## src/rtl/feed_port_arbiter_if.sv

```systemverilog
// Stream bundle shared by the ingress feed ports, the feed port arbiter and
// the downstream byte-stream parser. Port i of s_tdata occupies [8i+7:8i].
interface feed_port_arbiter_if #(
   parameter int N_PORTS = 2,
   parameter int ID_W    = 3
);
   logic [N_PORTS*8-1:0] s_tdata;
   logic [N_PORTS-1:0]   s_tvalid;
   logic [N_PORTS-1:0]   s_tlast;
   logic [N_PORTS-1:0]   s_tready;
   logic [7:0]           m_tdata;
   logic                 m_tvalid;
   logic                 m_tlast;
   logic                 m_tready;
   logic [ID_W-1:0]      m_tid;
   logic                 m_tabort;
   logic [15:0]          frame_count;

   // Arbiter view: consumes the feed ports and drives the parser side.
   modport slave (
      input  s_tdata, s_tvalid, s_tlast, m_tready,
      output s_tready, m_tdata, m_tvalid, m_tlast, m_tid, m_tabort, frame_count
   );

   // Environment view: feed ports plus parser.
   modport master (
      output s_tdata, s_tvalid, s_tlast, m_tready,
      input  s_tready, m_tdata, m_tvalid, m_tlast, m_tid, m_tabort, frame_count
   );
endinterface

```

## src/rtl/feed_port_arbiter.sv

```systemverilog
// Frame-granular round-robin arbiter in front of the byte-stream parser.
// A port is granted after a one-cycle arbitration bubble, the grant is held
// until that port's tlast beat, then priority rotates to grant+1.
// Optional watchdog: define FEED_ARB_TIMEOUT_EN to abort a granted frame
// whose port stays idle for TIMEOUT cycles (emits one 0x00/tlast/tabort beat).
module feed_port_arbiter #(
   parameter int N_PORTS = 2,
   parameter int ID_W    = 3,
   parameter int TIMEOUT = 64
) (
   input logic               clk,
   input logic               rst_n,
   feed_port_arbiter_if.slave bus
);

   if (N_PORTS < 2 || N_PORTS > 8 || (1 << ID_W) < N_PORTS || TIMEOUT < 1) begin : g_param_check
      $error("feed_port_arbiter: illegal N_PORTS/ID_W/TIMEOUT combination");
   end

   typedef enum logic [1:0] {
      IDLE   = 2'd0,
      LOCKED = 2'd1
`ifdef FEED_ARB_TIMEOUT_EN
      , ABORT = 2'd2
`endif
   } state_e;

   state_e             state_q, state_d;
   logic [ID_W-1:0]    grant_q, grant_d;
   logic [ID_W-1:0]    ptr_q, ptr_d;
   logic [15:0]        frame_count_q, frame_count_d;

   logic [ID_W-1:0]    ptr_eff;
   logic [ID_W-1:0]    req_sel;
   logic [ID_W-1:0]    hi_sel, lo_sel;
   logic               hi_found;
   logic               req_any;

   logic [N_PORTS-1:0] grant_oh;
   logic [ID_W-1:0]    grant_inc;
   logic [7:0]         gnt_data;
   logic               gnt_valid, gnt_last, gnt_beat;

   logic [N_PORTS-1:0] s_tready;
   logic [7:0]         m_tdata;
   logic               m_tvalid, m_tlast, m_tabort;

`ifdef FEED_ARB_TIMEOUT_EN
   localparam int TMR_W = $clog2(TIMEOUT + 1);
   logic [TMR_W-1:0]   timer_q, timer_d;
`endif

   // Round-robin pick: lowest requester at or above ptr, else lowest overall.
   always_comb begin
      // NOTE: every variable gets a default before any branch, so no path
      // leaves one unassigned and no latch is inferred.
      ptr_eff  = (int'(ptr_q) >= N_PORTS) ? '0 : ptr_q;
      req_any  = |bus.s_tvalid;
      hi_found = 1'b0;
      hi_sel   = '0;
      lo_sel   = '0;
      // Descending scan so the last hit is the lowest matching index.
      for (int i = N_PORTS - 1; i >= 0; i--) begin
         if (bus.s_tvalid[i]) begin
            lo_sel = ID_W'(i);
            if (ID_W'(i) >= ptr_eff) begin
               hi_sel   = ID_W'(i);
               hi_found = 1'b1;
            end
         end
      end
      req_sel = hi_found ? hi_sel : lo_sel;
   end

   // Select the granted port's byte stream and the post-frame priority.
   always_comb begin
      grant_oh  = '0;
      gnt_data  = '0;
      gnt_valid = 1'b0;
      gnt_last  = 1'b0;
      for (int i = 0; i < N_PORTS; i++) begin
         if (grant_q == ID_W'(i)) begin
            grant_oh[i] = 1'b1;
            gnt_data    = bus.s_tdata[i*8 +: 8];
            gnt_valid   = bus.s_tvalid[i];
            gnt_last    = bus.s_tlast[i];
         end
      end
      gnt_beat  = gnt_valid & bus.m_tready;
      grant_inc = (int'(grant_q) >= N_PORTS - 1) ? '0 : grant_q + ID_W'(1);
   end

   // Next-state and output decode for the grant FSM.
   always_comb begin
      state_d       = state_q;
      grant_d       = grant_q;
      ptr_d         = ptr_q;
      frame_count_d = frame_count_q;
      s_tready      = '0;
      m_tdata       = '0;
      m_tvalid      = 1'b0;
      m_tlast       = 1'b0;
      m_tabort      = 1'b0;
`ifdef FEED_ARB_TIMEOUT_EN
      timer_d       = timer_q;
`endif
      unique case (state_q)
         IDLE: begin
            if (req_any) begin
               grant_d = req_sel;
               state_d = LOCKED;
`ifdef FEED_ARB_TIMEOUT_EN
               timer_d = '0;
`endif
            end
         end
         LOCKED: begin
            // Zero-latency pass-through from the granted port.
            m_tdata  = gnt_data;
            m_tvalid = gnt_valid;
            m_tlast  = gnt_last;
            s_tready = grant_oh & {N_PORTS{bus.m_tready}};
            if (gnt_beat && gnt_last) begin
               state_d       = IDLE;
               ptr_d         = grant_inc;
               frame_count_d = frame_count_q + 16'd1;
            end
`ifdef FEED_ARB_TIMEOUT_EN
            else if (gnt_beat) begin
               timer_d = '0;
            end else if (!gnt_valid) begin
               timer_d = timer_q + TMR_W'(1);
               if (timer_q == TMR_W'(TIMEOUT - 1)) begin
                  state_d = ABORT;
               end
            end
`endif
         end
`ifdef FEED_ARB_TIMEOUT_EN
         ABORT: begin
            // Synthetic terminating beat so the parser sees the frame end.
            m_tvalid = 1'b1;
            m_tlast  = 1'b1;
            m_tabort = 1'b1;
            if (bus.m_tready) begin
               state_d = IDLE;
               ptr_d   = grant_inc;
            end
         end
`endif
         default: state_d = IDLE;
      endcase
   end

   // State, grant, priority pointer and frame counter registers.
   always_ff @(posedge clk or negedge rst_n) begin
      if (!rst_n) begin
         state_q       <= IDLE;
         grant_q       <= '0;
         ptr_q         <= '0;
         frame_count_q <= '0;
`ifdef FEED_ARB_TIMEOUT_EN
         timer_q       <= '0;
`endif
      end else begin
         // NOTE: non-blocking assignments so every register samples the
         // pre-edge values of the others.
         state_q       <= state_d;
         grant_q       <= grant_d;
         ptr_q         <= ptr_d;
         frame_count_q <= frame_count_d;
`ifdef FEED_ARB_TIMEOUT_EN
         timer_q       <= timer_d;
`endif
      end
   end

   assign bus.s_tready    = s_tready;
   assign bus.m_tdata     = m_tdata;
   assign bus.m_tvalid    = m_tvalid;
   assign bus.m_tlast     = m_tlast;
   assign bus.m_tabort    = m_tabort;
   assign bus.m_tid       = grant_q;
   assign bus.frame_count = frame_count_q;

endmodule

```

## src/flat_wrapper.sv

```systemverilog
// flat-port wrapper written by rule: the top's interface ports become plain ports
module feed_port_arbiter_flat 
#(
   parameter int N_PORTS = 2,
   parameter int ID_W    = 3,
   parameter int TIMEOUT = 64
)
  (clk, rst_n, bus_s_tdata, bus_s_tvalid, bus_s_tlast, bus_m_tready, bus_s_tready, bus_m_tdata, bus_m_tvalid, bus_m_tlast, bus_m_tid, bus_m_tabort, bus_frame_count);
  feed_port_arbiter_if #(.N_PORTS(N_PORTS), .ID_W(ID_W)) bus_i ();
  input logic clk;
  input logic rst_n;
  input wire logic [$bits(bus_i.s_tdata)-1:0] bus_s_tdata;
  input wire logic [$bits(bus_i.s_tvalid)-1:0] bus_s_tvalid;
  input wire logic [$bits(bus_i.s_tlast)-1:0] bus_s_tlast;
  input wire logic [$bits(bus_i.m_tready)-1:0] bus_m_tready;
  output wire logic [$bits(bus_i.s_tready)-1:0] bus_s_tready;
  output wire logic [$bits(bus_i.m_tdata)-1:0] bus_m_tdata;
  output wire logic [$bits(bus_i.m_tvalid)-1:0] bus_m_tvalid;
  output wire logic [$bits(bus_i.m_tlast)-1:0] bus_m_tlast;
  output wire logic [$bits(bus_i.m_tid)-1:0] bus_m_tid;
  output wire logic [$bits(bus_i.m_tabort)-1:0] bus_m_tabort;
  output wire logic [$bits(bus_i.frame_count)-1:0] bus_frame_count;
  assign bus_i.s_tdata = bus_s_tdata;
  assign bus_i.s_tvalid = bus_s_tvalid;
  assign bus_i.s_tlast = bus_s_tlast;
  assign bus_i.m_tready = bus_m_tready;
  assign bus_s_tready = bus_i.s_tready;
  assign bus_m_tdata = bus_i.m_tdata;
  assign bus_m_tvalid = bus_i.m_tvalid;
  assign bus_m_tlast = bus_i.m_tlast;
  assign bus_m_tid = bus_i.m_tid;
  assign bus_m_tabort = bus_i.m_tabort;
  assign bus_frame_count = bus_i.frame_count;
  feed_port_arbiter #(.N_PORTS(N_PORTS), .ID_W(ID_W), .TIMEOUT(TIMEOUT)) u_core (.clk(clk), .rst_n(rst_n), .bus(bus_i));
endmodule
```

## config.mk

```make
export PLATFORM = sky130hd
export DESIGN_NAME = feed_port_arbiter_flat
export DESIGN_NICKNAME = d
export VERILOG_FILES = /design/src/rtl/feed_port_arbiter_if.sv /design/src/rtl/feed_port_arbiter.sv /design/src/flat_wrapper.sv
export SDC_FILE = /design/constraint.sdc
export NUM_CORES = 1
export LEC_CHECK = 0
export CAP_MARGIN = 20
export CORE_UTILIZATION = 42
export CTS_CLUSTER_DIAMETER = 30
export CTS_CLUSTER_SIZE = 16
export DETAILED_ROUTE_END_ITERATION = 10
export PLACE_DENSITY = 0.91
export SLEW_MARGIN = 20
export SYNTH_ARGS = -nofsm -noshare
export SYNTH_HDL_FRONTEND = slang
export SYNTH_SLANG_ARGS = --single-unit
```

## constraint.sdc

```tcl
create_clock -name clk -period 5.2 [get_ports clk]
set_clock_uncertainty 0.2 [all_clocks]
set_input_delay 0.78 -clock clk [delete_from_list [all_inputs] [get_ports clk]]
set_output_delay 0.78 -clock clk [all_outputs]
set_load 0.03 [all_outputs]
```

==> key figures <==
Pwr
  • PnR Total Power: 0.638 mW
  • VDD IR max: 275 µV
  • Lkg Pwr: 0.688 nW
  • Pwr dens: 397 nW/µm²

Critical path
  • Worst setup SP type: input port
  • Critical path class: in -> out
  • Critical Path AT: between 2 and 2.5 ns
  • Crit Path Max Fanout: 4
  • Data required, critical path: between 4 and 5 ns
  • Critical path capture point type: output pin

Die
  • Initial core utilization: a little under half
  • Row count: 17
  • Die Area: 2750 µm²
  • Die width: around 52 µm
  • Ports: 55
  • Die Ht: 52.4 µm
  • Core footprint: 2300 µm²

Routing
  • Post-DR wirelength/cell: 12.9 µm
  • # DRC: 0
  • Routed Antenna Nets: 0
  • DRT iter0 DRCs: 13
  • Via count: 898
  • Routed wire length: 2320 µm
  • Vias per cell: 4.99
  • Drt pass-1 iters: 4

STA
  • Slew @ Worst Pin: 0.830 ns
  • Total negative slack: 0 ns
  • Fin crit period: 3.27 ns
  • Final setup violation count: 0
  • RSZ-0062 raised after global routing: false
  • Final Cycle Share: between 60 and 70%
  • Slew HR: around 44%
  • Fmax: just over 0.3 GHz
  • Hold Fails Final Rpt: 0
  • Fin. max-slew vios: 0

GRT
  • Initial antenna violation count: 0
  • Vias in the first global route: 894
  • First-pass GRT wire length: 3970 µm
  • Total gr overflow: 0
  • Largest net degree at the start of global routing: 20
  • GRT Overall Usage: 19.9%

Synth
  • Yosys reg bits: 19
  • Area contributors post-synth: dfrtp_1 45%, mux2i_1 10%, xnor2_1 9.8%
  • Number of flops mapped to enable cells by yosys: 0
  • Main synth FF type: dfrtp_1
  • Post-synth top area cell: dfrtp_1
  • Most frequent cells after synthesis: 19 x dfrtp_1, 13 x nor2_1, 12 x xnor2_1, 11 x mux2i_1, 9 x nand2_1
  • Synth Cell Area: between 1000 and 1500 µm²
  • Top cell type's share of synthesized area: 44.5%
  • Gate Count Post-Synth: 101
  • Total number of yosys warnings: 0
  • Async S/R FF share, synth: 100%
  • Top-count cell post-synth: dfrtp_1
  • Seq/Total Area, Yosys: between 40 and 50%
  • Syn Area/Cell: 10.6 µm²
  • Unique masters post-synth: 26

Placed design
  • I/O Buffers: between 50 and 60
  • Post-DP HPWL: 1910 µm
  • Gpl congestion: 0.780

Clock network
  • Inserted Clock Buffers: 3
  • CTS Buffer Depth: 2
  • Clock Root Buffer: clkbuf_4
  • Post-CTS sizing: 0
  • Skew-Pair Late Insertion Delay: 0.29 ns
  • Post-CTS setup buffer count: 0
  • Clock Sinks: 19
  • Hold_buf cts: 0
  • CTS tree: built
  • Max H-tree Level: 1
  • Clock-pin slew on the worst setup and hold paths: 0.11 ns

Layout
  • Area Growth Syn to Fin: 50.4%
  • Layout cell share with drive strength beyond 1: 6.58%
  • Nets: 177
  • Antenna Cells: 0
  • Layout fillers: 194

Hold path
  • Hold Path Class: reg -> reg

Status
  • Status: completed

Run
  • Max_cap viols: 0
## flip-flops by register name, indices dropped and copies added, names as in the netlist
signal	flops
u_core.bus.frame_count	16
u_core.state_q	1
u_core.ptr_q	1
u_core.bus.m_tid	1
## per-layer routing
metal	GRT usage, %	vias to the layer above	part of all wire, %
li1	-	434	-
met1	22.6	418	38
met2	36.1	46	54
met3	5.22	0	8.0
met4	5.26	0	0
met5	0	-	0
## final timing paths
kind                                                        startpoint                                      to  slack (ns)  depth (start not counted)
worst min register to register  u_core.bus.frame_count[15]$_DFFE_PN0P_  u_core.bus.frame_count[15]$_DFFE_PN0P_        0.28                          1
worst max register to register         u_core.bus.m_tid[0]$_DFFE_PN0P_   u_core.bus.frame_count[8]$_DFFE_PN0P_        3.03                          4
min in group asynchronous                                        rst_n   u_core.bus.frame_count[7]$_DFFE_PN0P_        0.76                          1
worst max-delay path                                      bus_m_tready                         bus_s_tready[0]        1.93                          4
worst min-delay path            u_core.bus.frame_count[15]$_DFFE_PN0P_  u_core.bus.frame_count[15]$_DFFE_PN0P_        0.28                          1
max in group asynchronous                                        rst_n  u_core.bus.frame_count[10]$_DFFE_PN0P_        3.53                          1
## layout make-up
| type | instances | area (µm²) | share of cell area (%) |
|---|---|---|---|
| Multi-Input combinational cell | 76 | 549 | 34.2 |
| Timing Repair Buffer | 51 | 510 | 31.8 |
| Inverter | 2 | 7.51 | 0.468 |
| Sequential cell | 19 | 475 | 29.6 |
| Clock inverter | 1 | 5.00 | 0.312 |
| Tap cell | 28 | 35.0 | 2.18 |
| Clock buffer | 3 | 22.5 | 1.40 |
## critical path, cell delays in order
cell,delay [ns]
clkdlybuf4s50_1,0.48
nand2_1,0.20
nor2_1,0.15
clkdlybuf4s50_1,0.68
## power by group
group | switching [mW] | total, mW | internal [mW]
clock | 0.0440 | 0.0726 | 0.0286
combinational | 0.183 | 0.342 | 0.158
sequential | 0.0505 | 0.224 | 0.173
total | 0.278 | 0.638 | 0.360
## metrics by stage
stage | hold slack [ns] | worst slack [ns] | cell area [µm²] | utilization, % | cells
2_1_floorplan | 0.284 | 2.81 | 1070 | - | 103
3_3_place_gp | 0.262 | 1.97 | 1580 | 68.7 | 176
3_5_place_dp | 0.262 | 1.93 | 1580 | 68.7 | 176
4_1_cts | 0.282 | 1.91 | 1610 | 69.9 | 180
5_1_grt | 0.314 | 1.85 | 1610 | 69.9 | 180
6_report | 0.280 | 1.93 | 1610 | 69.9 | 180
## placed cells by master (no fill, tap or decap)
cell type / Yosys / layout
clkdlybuf4s50_1: 0 / 51
dfrtp_1: 19 / 19
nor2_1: 13 / 13
xnor2_1: 12 / 12
mux2i_1: 11 / 11
nand2_1: 9 / 9
nand3_1: 6 / 6
nand4_1: 4 / 4
xor2_1: 3 / 3
conb_1: 1 / 3
clkbuf_4: 0 / 3
inv_1: 2 / 2
and3_1: 2 / 2
nor3_1: 2 / 2
a211oi_4: 2 / 2
nand3_2: 1 / 1
nand3b_4: 1 / 1
a21oi_4: 1 / 1
a21oi_1: 1 / 1
a31oi_1: 1 / 1
and2_1: 1 / 1
and4_1: 1 / 1
mux2_2: 1 / 1
ha_1: 1 / 1
clkinv_2: 0 / 1
## cell families (layout without fill, tap and decap cells)
family          count (synthesis)  in the layout  share of synthesized area [%]
flops                          19             19                           44.5
fa+ha+maj                       1              1                           1.17
other cells                     1              3                          0.351
mux                            12             12                           11.4
buf+inv                         8             57                           4.69
xor+xnor                       15             15                           12.3
simple gates                   40             40                           19.2
compound gates                  5              5                           6.33
Power figures use the tool's default switching activity.
